--- config.mk ---
export PLATFORM = sky130hd
export DESIGN_NAME = vram8_blitter_flat
export DESIGN_NICKNAME = d
export VERILOG_FILES = /design/src/rtl/gpu_pkg.sv /design/src/rtl/vram8_blitter_if.sv /design/src/rtl/vram8_blitter.sv /design/src/flat_wrapper.sv
export SDC_FILE = /design/constraint.sdc
export NUM_CORES = 1
export LEC_CHECK = 0
export BUFFER_PORTS_ARGS = -buffer_cell sky130_fd_sc_hd__buf_2
export CAP_MARGIN = 20
export CELL_PAD_IN_SITES_DETAIL_PLACEMENT = 0
export CELL_PAD_IN_SITES_GLOBAL_PLACEMENT = 1
export CORE_MARGIN = 3
export CORE_UTILIZATION = 34
export DETAILED_ROUTE_END_ITERATION = 12
export GPL_ROUTABILITY_DRIVEN = 0
export PLACE_DENSITY = 0.72
export SYNTH_ARGS = -nofsm -noshare
export SYNTH_HDL_FRONTEND = slang
export SYNTH_SLANG_ARGS = --single-unit
--- constraint.sdc ---
create_clock -name clk -period 5.2 [get_ports clk]
set_input_delay 0.26 -clock clk [delete_from_list [all_inputs] [get_ports clk]]
set_output_delay 0.26 -clock clk [all_outputs]
set_load 0.1 [all_outputs]
--- src/rtl/gpu_pkg.sv ---
// Shared GPU definitions: VRAM8 address map, blitter modes and blitter state type.
package gpu_pkg;

    localparam int unsigned VRAM8_ADDR_W = 14;

    // VRAM8 table base addresses
    localparam logic [VRAM8_ADDR_W-1:0] BG_TILE     = 14'd0;
    localparam logic [VRAM8_ADDR_W-1:0] BG_COLOR    = 14'd2048;
    localparam logic [VRAM8_ADDR_W-1:0] WIN_TILE    = 14'd4096;
    localparam logic [VRAM8_ADDR_W-1:0] WIN_COLOR   = 14'd6144;
    localparam logic [VRAM8_ADDR_W-1:0] SCROLL_TILE = 14'd8192;
    localparam logic [VRAM8_ADDR_W-1:0] SCROLL_FINE = 14'd8193;

    localparam logic BLIT_MODE_FILL = 1'b0;
    localparam logic BLIT_MODE_COPY = 1'b1;

    typedef enum logic [2:0] {
        StIdle,
        StFill,
        StCopyRd,
        StCopyWr,
        StDone
    } blit_state_e;

endpackage

--- src/rtl/vram8_blitter_if.sv ---
// VRAM8 port-B bus: the blitter is the master, the RAM is the slave.
interface vram8_blitter_if #(
    parameter int unsigned ADDR_W = 14,
    parameter int unsigned DATA_W = 8
) ();

    logic [ADDR_W-1:0] vram8_addr;
    logic [DATA_W-1:0] vram8_d;
    logic              vram8_we;
    logic [DATA_W-1:0] vram8_q;  // synchronous read data, one cycle after address

    modport master (
        output vram8_addr,
        output vram8_d,
        output vram8_we,
        input  vram8_q
    );

    modport slave (
        input  vram8_addr,
        input  vram8_d,
        input  vram8_we,
        output vram8_q
    );

endinterface

--- src/rtl/vram8_blitter.sv ---
// VRAM8 fill/copy engine driving the RAM's second port.
// Optional build macro VRAM8_BLITTER_VBLANK_ONLY_EN: fill writes and copy reads only
// advance while vblank=1; a copy write always completes once its read was issued.
module vram8_blitter
    import gpu_pkg::*;
#(
    parameter int unsigned ADDR_W = 14,
    parameter int unsigned DATA_W = 8,
    parameter int unsigned LEN_W  = 15
) (
    input  logic              clk,
    input  logic              reset_n,
    input  logic              start,
    input  logic              mode,
    input  logic [ADDR_W-1:0] src_addr,
    input  logic [ADDR_W-1:0] dst_addr,
    input  logic [LEN_W-1:0]  length,
    input  logic [DATA_W-1:0] fill_value,
    input  logic              vblank,
    output logic              busy,
    output logic              done,
    vram8_blitter_if.master   vram
);

    blit_state_e       state_q;
    logic [ADDR_W-1:0] src_q, dst_q, addr_q;
    logic [LEN_W-1:0]  rem_q;   // bytes left after the access currently presented
    logic [DATA_W-1:0] fill_q, d_q;
    logic              we_q, busy_q, done_q;
    logic              advance;

`ifdef VRAM8_BLITTER_VBLANK_ONLY_EN
    assign advance = vblank;
`else
    logic unused_vblank;
    assign unused_vblank = vblank;
    assign advance       = 1'b1;
`endif

    // Sequencer: state, address/length counters and registered bus outputs.
    always_ff @(posedge clk or negedge reset_n) begin
        if (!reset_n) begin
            state_q <= StIdle;
            src_q   <= '0;
            dst_q   <= '0;
            addr_q  <= '0;
            rem_q   <= '0;
            fill_q  <= '0;
            d_q     <= '0;
            we_q    <= 1'b0;
            busy_q  <= 1'b0;
            done_q  <= 1'b0;
        end else begin
            done_q <= 1'b0;
            unique case (state_q)
                StIdle: begin
                    if (start) begin
                        src_q  <= src_addr;
                        dst_q  <= dst_addr;
                        fill_q <= fill_value;
                        if (length == '0) begin
                            state_q <= StDone;
                            done_q  <= 1'b1;
                        end else if (mode == BLIT_MODE_FILL) begin
                            // First write is presented in the very next cycle.
                            state_q <= StFill;
                            busy_q  <= 1'b1;
                            we_q    <= 1'b1;
                            addr_q  <= dst_addr;
                            d_q     <= fill_value;
                            dst_q   <= dst_addr + ADDR_W'(1);
                            rem_q   <= length - LEN_W'(1);
                        end else begin
                            state_q <= StCopyRd;
                            busy_q  <= 1'b1;
                            addr_q  <= src_addr;
                            src_q   <= src_addr + ADDR_W'(1);
                            rem_q   <= length;
                        end
                    end
                end
                StFill: begin
                    if (advance) begin
                        if (rem_q == '0) begin
                            state_q <= StDone;
                            busy_q  <= 1'b0;
                            done_q  <= 1'b1;
                            we_q    <= 1'b0;
                        end else begin
                            addr_q <= dst_q;
                            d_q    <= fill_q;
                            dst_q  <= dst_q + ADDR_W'(1);
                            rem_q  <= rem_q - LEN_W'(1);
                        end
                    end
                end
                StCopyRd: begin
                    if (advance) begin
                        state_q <= StCopyWr;
                        addr_q  <= dst_q;
                        we_q    <= 1'b1;
                        dst_q   <= dst_q + ADDR_W'(1);
                        rem_q   <= rem_q - LEN_W'(1);
                    end
                end
                StCopyWr: begin
                    we_q <= 1'b0;
                    if (rem_q == '0) begin
                        state_q <= StDone;
                        busy_q  <= 1'b0;
                        done_q  <= 1'b1;
                    end else begin
                        state_q <= StCopyRd;
                        addr_q  <= src_q;
                        src_q   <= src_q + ADDR_W'(1);
                    end
                end
                StDone: begin
                    state_q <= StIdle;
                end
                default: begin
                    state_q <= StIdle;
                end
            endcase
        end
    end

    // Copy data comes straight from the RAM's read port; it is only valid this cycle.
    assign vram.vram8_d    = (state_q == StCopyWr) ? vram.vram8_q : d_q;
    // A stalled fill cycle must not write.
    assign vram.vram8_we   = we_q & (advance | (state_q != StFill));
    assign vram.vram8_addr = addr_q;
    assign busy            = busy_q;
    assign done            = done_q;

endmodule

--- src/flat_wrapper.sv ---
// flat-port wrapper written by rule: the top's interface ports become plain ports
module vram8_blitter_flat import gpu_pkg::*;
#(
    parameter int unsigned ADDR_W = 14,
    parameter int unsigned DATA_W = 8,
    parameter int unsigned LEN_W  = 15
)
  (clk, reset_n, start, mode, src_addr, dst_addr, length, fill_value, vblank, busy, done, vram_vram8_addr, vram_vram8_d, vram_vram8_we, vram_vram8_q);
  vram8_blitter_if #(.ADDR_W(ADDR_W), .DATA_W(DATA_W)) vram_i ();
  input  logic clk;
  input  logic reset_n;
  input  logic start;
  input  logic mode;
  input  logic [ADDR_W-1:0] src_addr;
  input  logic [ADDR_W-1:0] dst_addr;
  input  logic [LEN_W-1:0] length;
  input  logic [DATA_W-1:0] fill_value;
  input  logic vblank;
  output logic busy;
  output logic done;
  output wire logic [$bits(vram_i.vram8_addr)-1:0] vram_vram8_addr;
  output wire logic [$bits(vram_i.vram8_d)-1:0] vram_vram8_d;
  output wire logic [$bits(vram_i.vram8_we)-1:0] vram_vram8_we;
  input wire logic [$bits(vram_i.vram8_q)-1:0] vram_vram8_q;
  assign vram_vram8_addr = vram_i.vram8_addr;
  assign vram_vram8_d = vram_i.vram8_d;
  assign vram_vram8_we = vram_i.vram8_we;
  assign vram_i.vram8_q = vram_vram8_q;
  vram8_blitter #(.ADDR_W(ADDR_W), .DATA_W(DATA_W), .LEN_W(LEN_W)) u_core (.clk(clk), .reset_n(reset_n), .start(start), .mode(mode), .src_addr(src_addr), .dst_addr(dst_addr), .length(length), .fill_value(fill_value), .vblank(vblank), .busy(busy), .done(done), .vram(vram_i));
endmodule
==> run metrics <==
result of the run completed; post-synthesis average cell area 8.45 um2; Synthesis Warnings 0; share of the clock period used by the worst path after layout 60.1%; clock-pin slew of the registers on the worst-case setup and hold paths 60 ps; total via count in the routed design 5682; core area 0.0162 mm2; CTS tree done; Worst Setup Start Kind register; clock sink count 79; average via count per standard cell 5.86; critical path, cell by cell nor2_1, and2_0, a21oi_1, buf_4, a21oi_1, a311oi_1; pins over their slew limit 0; CP peak stage delay 980 ps; slack of the worst reg-to-reg path 2080 ps; EDFF count, synth 0; number of CTS-inserted buffers 9; CP required 5440 ps; placed wire-length estimate 13100 um; cell types with the largest area share after synthesis sky130_fd_sc_hd__dfrtp_1, sky130_fd_sc_hd__nand2_1, sky130_fd_sc_hd__xnor2_1; highest-delay cell along the critical path sky130_fd_sc_hd__a21oi_1; top cell type by total area after synthesis sky130_fd_sc_hd__dfrtp_1; H-tree Lvls 3; clock tree root driver cell sky130_fd_sc_hd__clkbuf_16; Post-synth ARST share 100%; post-synth net total 754; floorplan die area 0.0186 mm2; Area Growth Syn to Fin 15.3%; synthesized area 0.00577 mm2; Die Y-Extent 136 um; count of unresolved DRC violations after routing 0; Final TNS setup 0 ps; Post CTS Setup Buffer Count 0; Core Util, Final 41.0%; capture point of the worst reg-to-reg path u_core.dst_q[12]; number of antenna violations at the first check in global routing 0; number of distinct library cells after synthesis 77; Synth Register Bits 79; clock network latency to the later pin of the worst-skew pair 350 ps; standard-cell row count 46; arrival time worst endpoint 3370 ps; instance area after placement 0.00629 mm2; DR pass1 iterations 5; clock tree skew after final layout 6.40 ps; starting density of the core 35.5%; Hold Violations, Final 0; path class of the lowest-slack min-delay path in -> reg; area fraction of the dominant cell type after synthesis 34.3%; sequential area share after synthesis 34.3%; max-capacitance violation count 0; global-route usage over all layers 20.3%; maximum achievable frequency 320 MHz; launch point of the critical path u_core.state_q[2]; Routed Antenna Nets 0; Horiz. Die Dim 136 um; slew of the pin with the lowest slew margin 1100 ps; total power per unit cell area 580 mW/mm2; first-pass GRT wire length 29600 um; cell type with the highest occurrence count on the critical path sky130_fd_sc_hd__a21oi_1; final instance area 0.00665 mm2; post-synthesis cell count 682; launching point of the worst reg2reg path u_core.state_q[2]; WL final 18800 um; count of fill cells added during filler insertion 1688; Lkg Pwr 2.70 nW; largest vdd supply drop 0.283 mV; CP endpoint u_core.dst_q[12]; final setup fails 0; First DRT Iteration DRCs 504; number of diodes added for antenna fixing 0; Clock Tree Buf Depth 2; max-slew headroom at the worst pin 26.9%; post-layout minimum cycle time 3120 ps; kind of critical path reg -> reg; number of placed I/O pins 89; via count of the first global-routing pass 5420; worst hold margin 119 ps; IO buf count 87; per-cell routed wire length 19.3 um; most instantiated flip-flop cell in the synthesis netlist sky130_fd_sc_hd__dfrtp_1; Hold Crit Start fill_value[2]; setup repair after global routing missed its margin false; highest fanout seen on the critical path 14; number of cells traversed by the worst register-to-register path 6; fraction of final layout cells with drive strength greater than 1 20.6%; global route overflow 0; pin count of the biggest net entering global routing 80; fin nets 821; nature of the critical path endpoint register
state kept, by name, indices dropped and copies added (netlist names):
name	flops
u_core.rem_q	15
u_core.dst_q	14
u_core.src_q	14
u_core.vram.vram8_addr	14
u_core.d_q	8
u_core.fill_q	8
u_core.state_q	3
u_core.busy	1
u_core.done	1
u_core.vram.vram8_we	1
critical path, delay by kind of cell (launching register included):
family / cells / cell delay, ps
compound gates: 3 / 1330
buf+inv: 1 / 350
flops: 1 / 660
simple gates: 2 / 680
metrics by stage:
| step | cells | power, mW | worst slack, ps |
|---|---|---|---|
| final | 970 | 3.85 | 2080 |
| after global routing | 970 | 4.08 | 1900 |
| after CTS | 965 | 3.84 | 2130 |
| after detailed placement | 949 | 3.20 | 2050 |
| after global placement | 948 | 3.14 | 2110 |
| after floorplan | 682 | 2.76 | 2870 |
cells by family (layout without fill, tap and decap cells):
logic type | after synthesis | in the layout | synth area share (%)
buffers and inverters | 51 | 123 | 5.03
adder cells (fa/ha/maj) | 8 | 8 | 1.74
multiplexers | 30 | 30 | 5.60
AND/OR/NAND/NOR | 308 | 308 | 27.3
AO/OA/AOI/OAI | 168 | 168 | 20.2
flip-flops | 79 | 79 | 34.3
XOR/XNOR | 38 | 38 | 5.77
repair_timing:
action	in CTS	in global routing
endpoints found under the hold margin	0	37
hold buffers	0	1
gates resized for setup	0	0
routing by layer:
| layer | up-vias | track usage [%] | wire length, um |
|---|---|---|---|
| li1 | 2680 | - | - |
| met1 | 2754 | 27.9 | 8400 |
| met2 | 211 | 31.6 | 8610 |
| met3 | 37 | 3.44 | 1200 |
| met4 | 0 | 8.73 | 552 |
| met5 | - | 0 | 0 |
synthesized netlist by cell type, drive strengths merged (8+ instances only):
master / number
mux2: 15
nor3: 19
clkbuf: 24
o21ai: 33
nor2: 58
a21oi: 38
nand3: 25
o31ai: 9
buf: 19
nand4: 19
xnor2: 25
xor2: 13
or3: 9
dfrtp: 79
nand2: 112
mux2i: 15
a31oi: 21
nor4: 18
a221o: 16
ha: 8
placed cells by master (no fill, tap or decap), types with 5 or more instances in the layout:
cell type,count
sky130_fd_sc_hd__dfrtp_1,79
sky130_fd_sc_hd__or3_1,8
sky130_fd_sc_hd__a31oi_1,21
sky130_fd_sc_hd__nor4b_1,5
sky130_fd_sc_hd__o31ai_1,9
sky130_fd_sc_hd__nand3_1,25
sky130_fd_sc_hd__xnor2_1,25
sky130_fd_sc_hd__mux2i_1,15
sky130_fd_sc_hd__and3_1,5
sky130_fd_sc_hd__nand2_1,112
sky130_fd_sc_hd__buf_2,86
sky130_fd_sc_hd__ha_1,8
sky130_fd_sc_hd__o22ai_1,6
sky130_fd_sc_hd__o211ai_1,7
sky130_fd_sc_hd__a221o_1,15
sky130_fd_sc_hd__buf_4,8
sky130_fd_sc_hd__a21oi_1,38
sky130_fd_sc_hd__nor4_1,15
sky130_fd_sc_hd__clkbuf_16,9
sky130_fd_sc_hd__a211oi_1,5
sky130_fd_sc_hd__inv_1,7
sky130_fd_sc_hd__mux2_2,14
sky130_fd_sc_hd__nand4_1,19
sky130_fd_sc_hd__nor3_1,19
sky130_fd_sc_hd__and4_1,5
sky130_fd_sc_hd__o21ai_0,31
sky130_fd_sc_hd__nor2_1,56
sky130_fd_sc_hd__xor2_1,13
worst min-delay path by stage:
stage                       endpoint  depth (start not counted)
finish              u_core.fill_q[2]                          3
global route        u_core.fill_q[6]                          3
floorplan                u_core.busy                          0
CTS                 u_core.fill_q[6]                          3
detailed placement  u_core.fill_q[6]                          2
global placement    u_core.fill_q[1]                          2
layout make-up:
type	instances	area (um2)	area share (%)
clock buffers	11	253	3.80
clock inverters	5	42.5	0.640
inverters	8	30.0	0.452
multi-input cells	552	3510	52.9
flip-flops and latches	79	1980	29.7
well taps	216	270	4.07
repair buffers	99	561	8.43
where the power goes:
group / internal (mW) / switching (mW)
registers: 0.865 / 0.244
clock network: 0.353 / 0.277
logic: 0.603 / 1.51
Power figures use the tool's default switching activity.
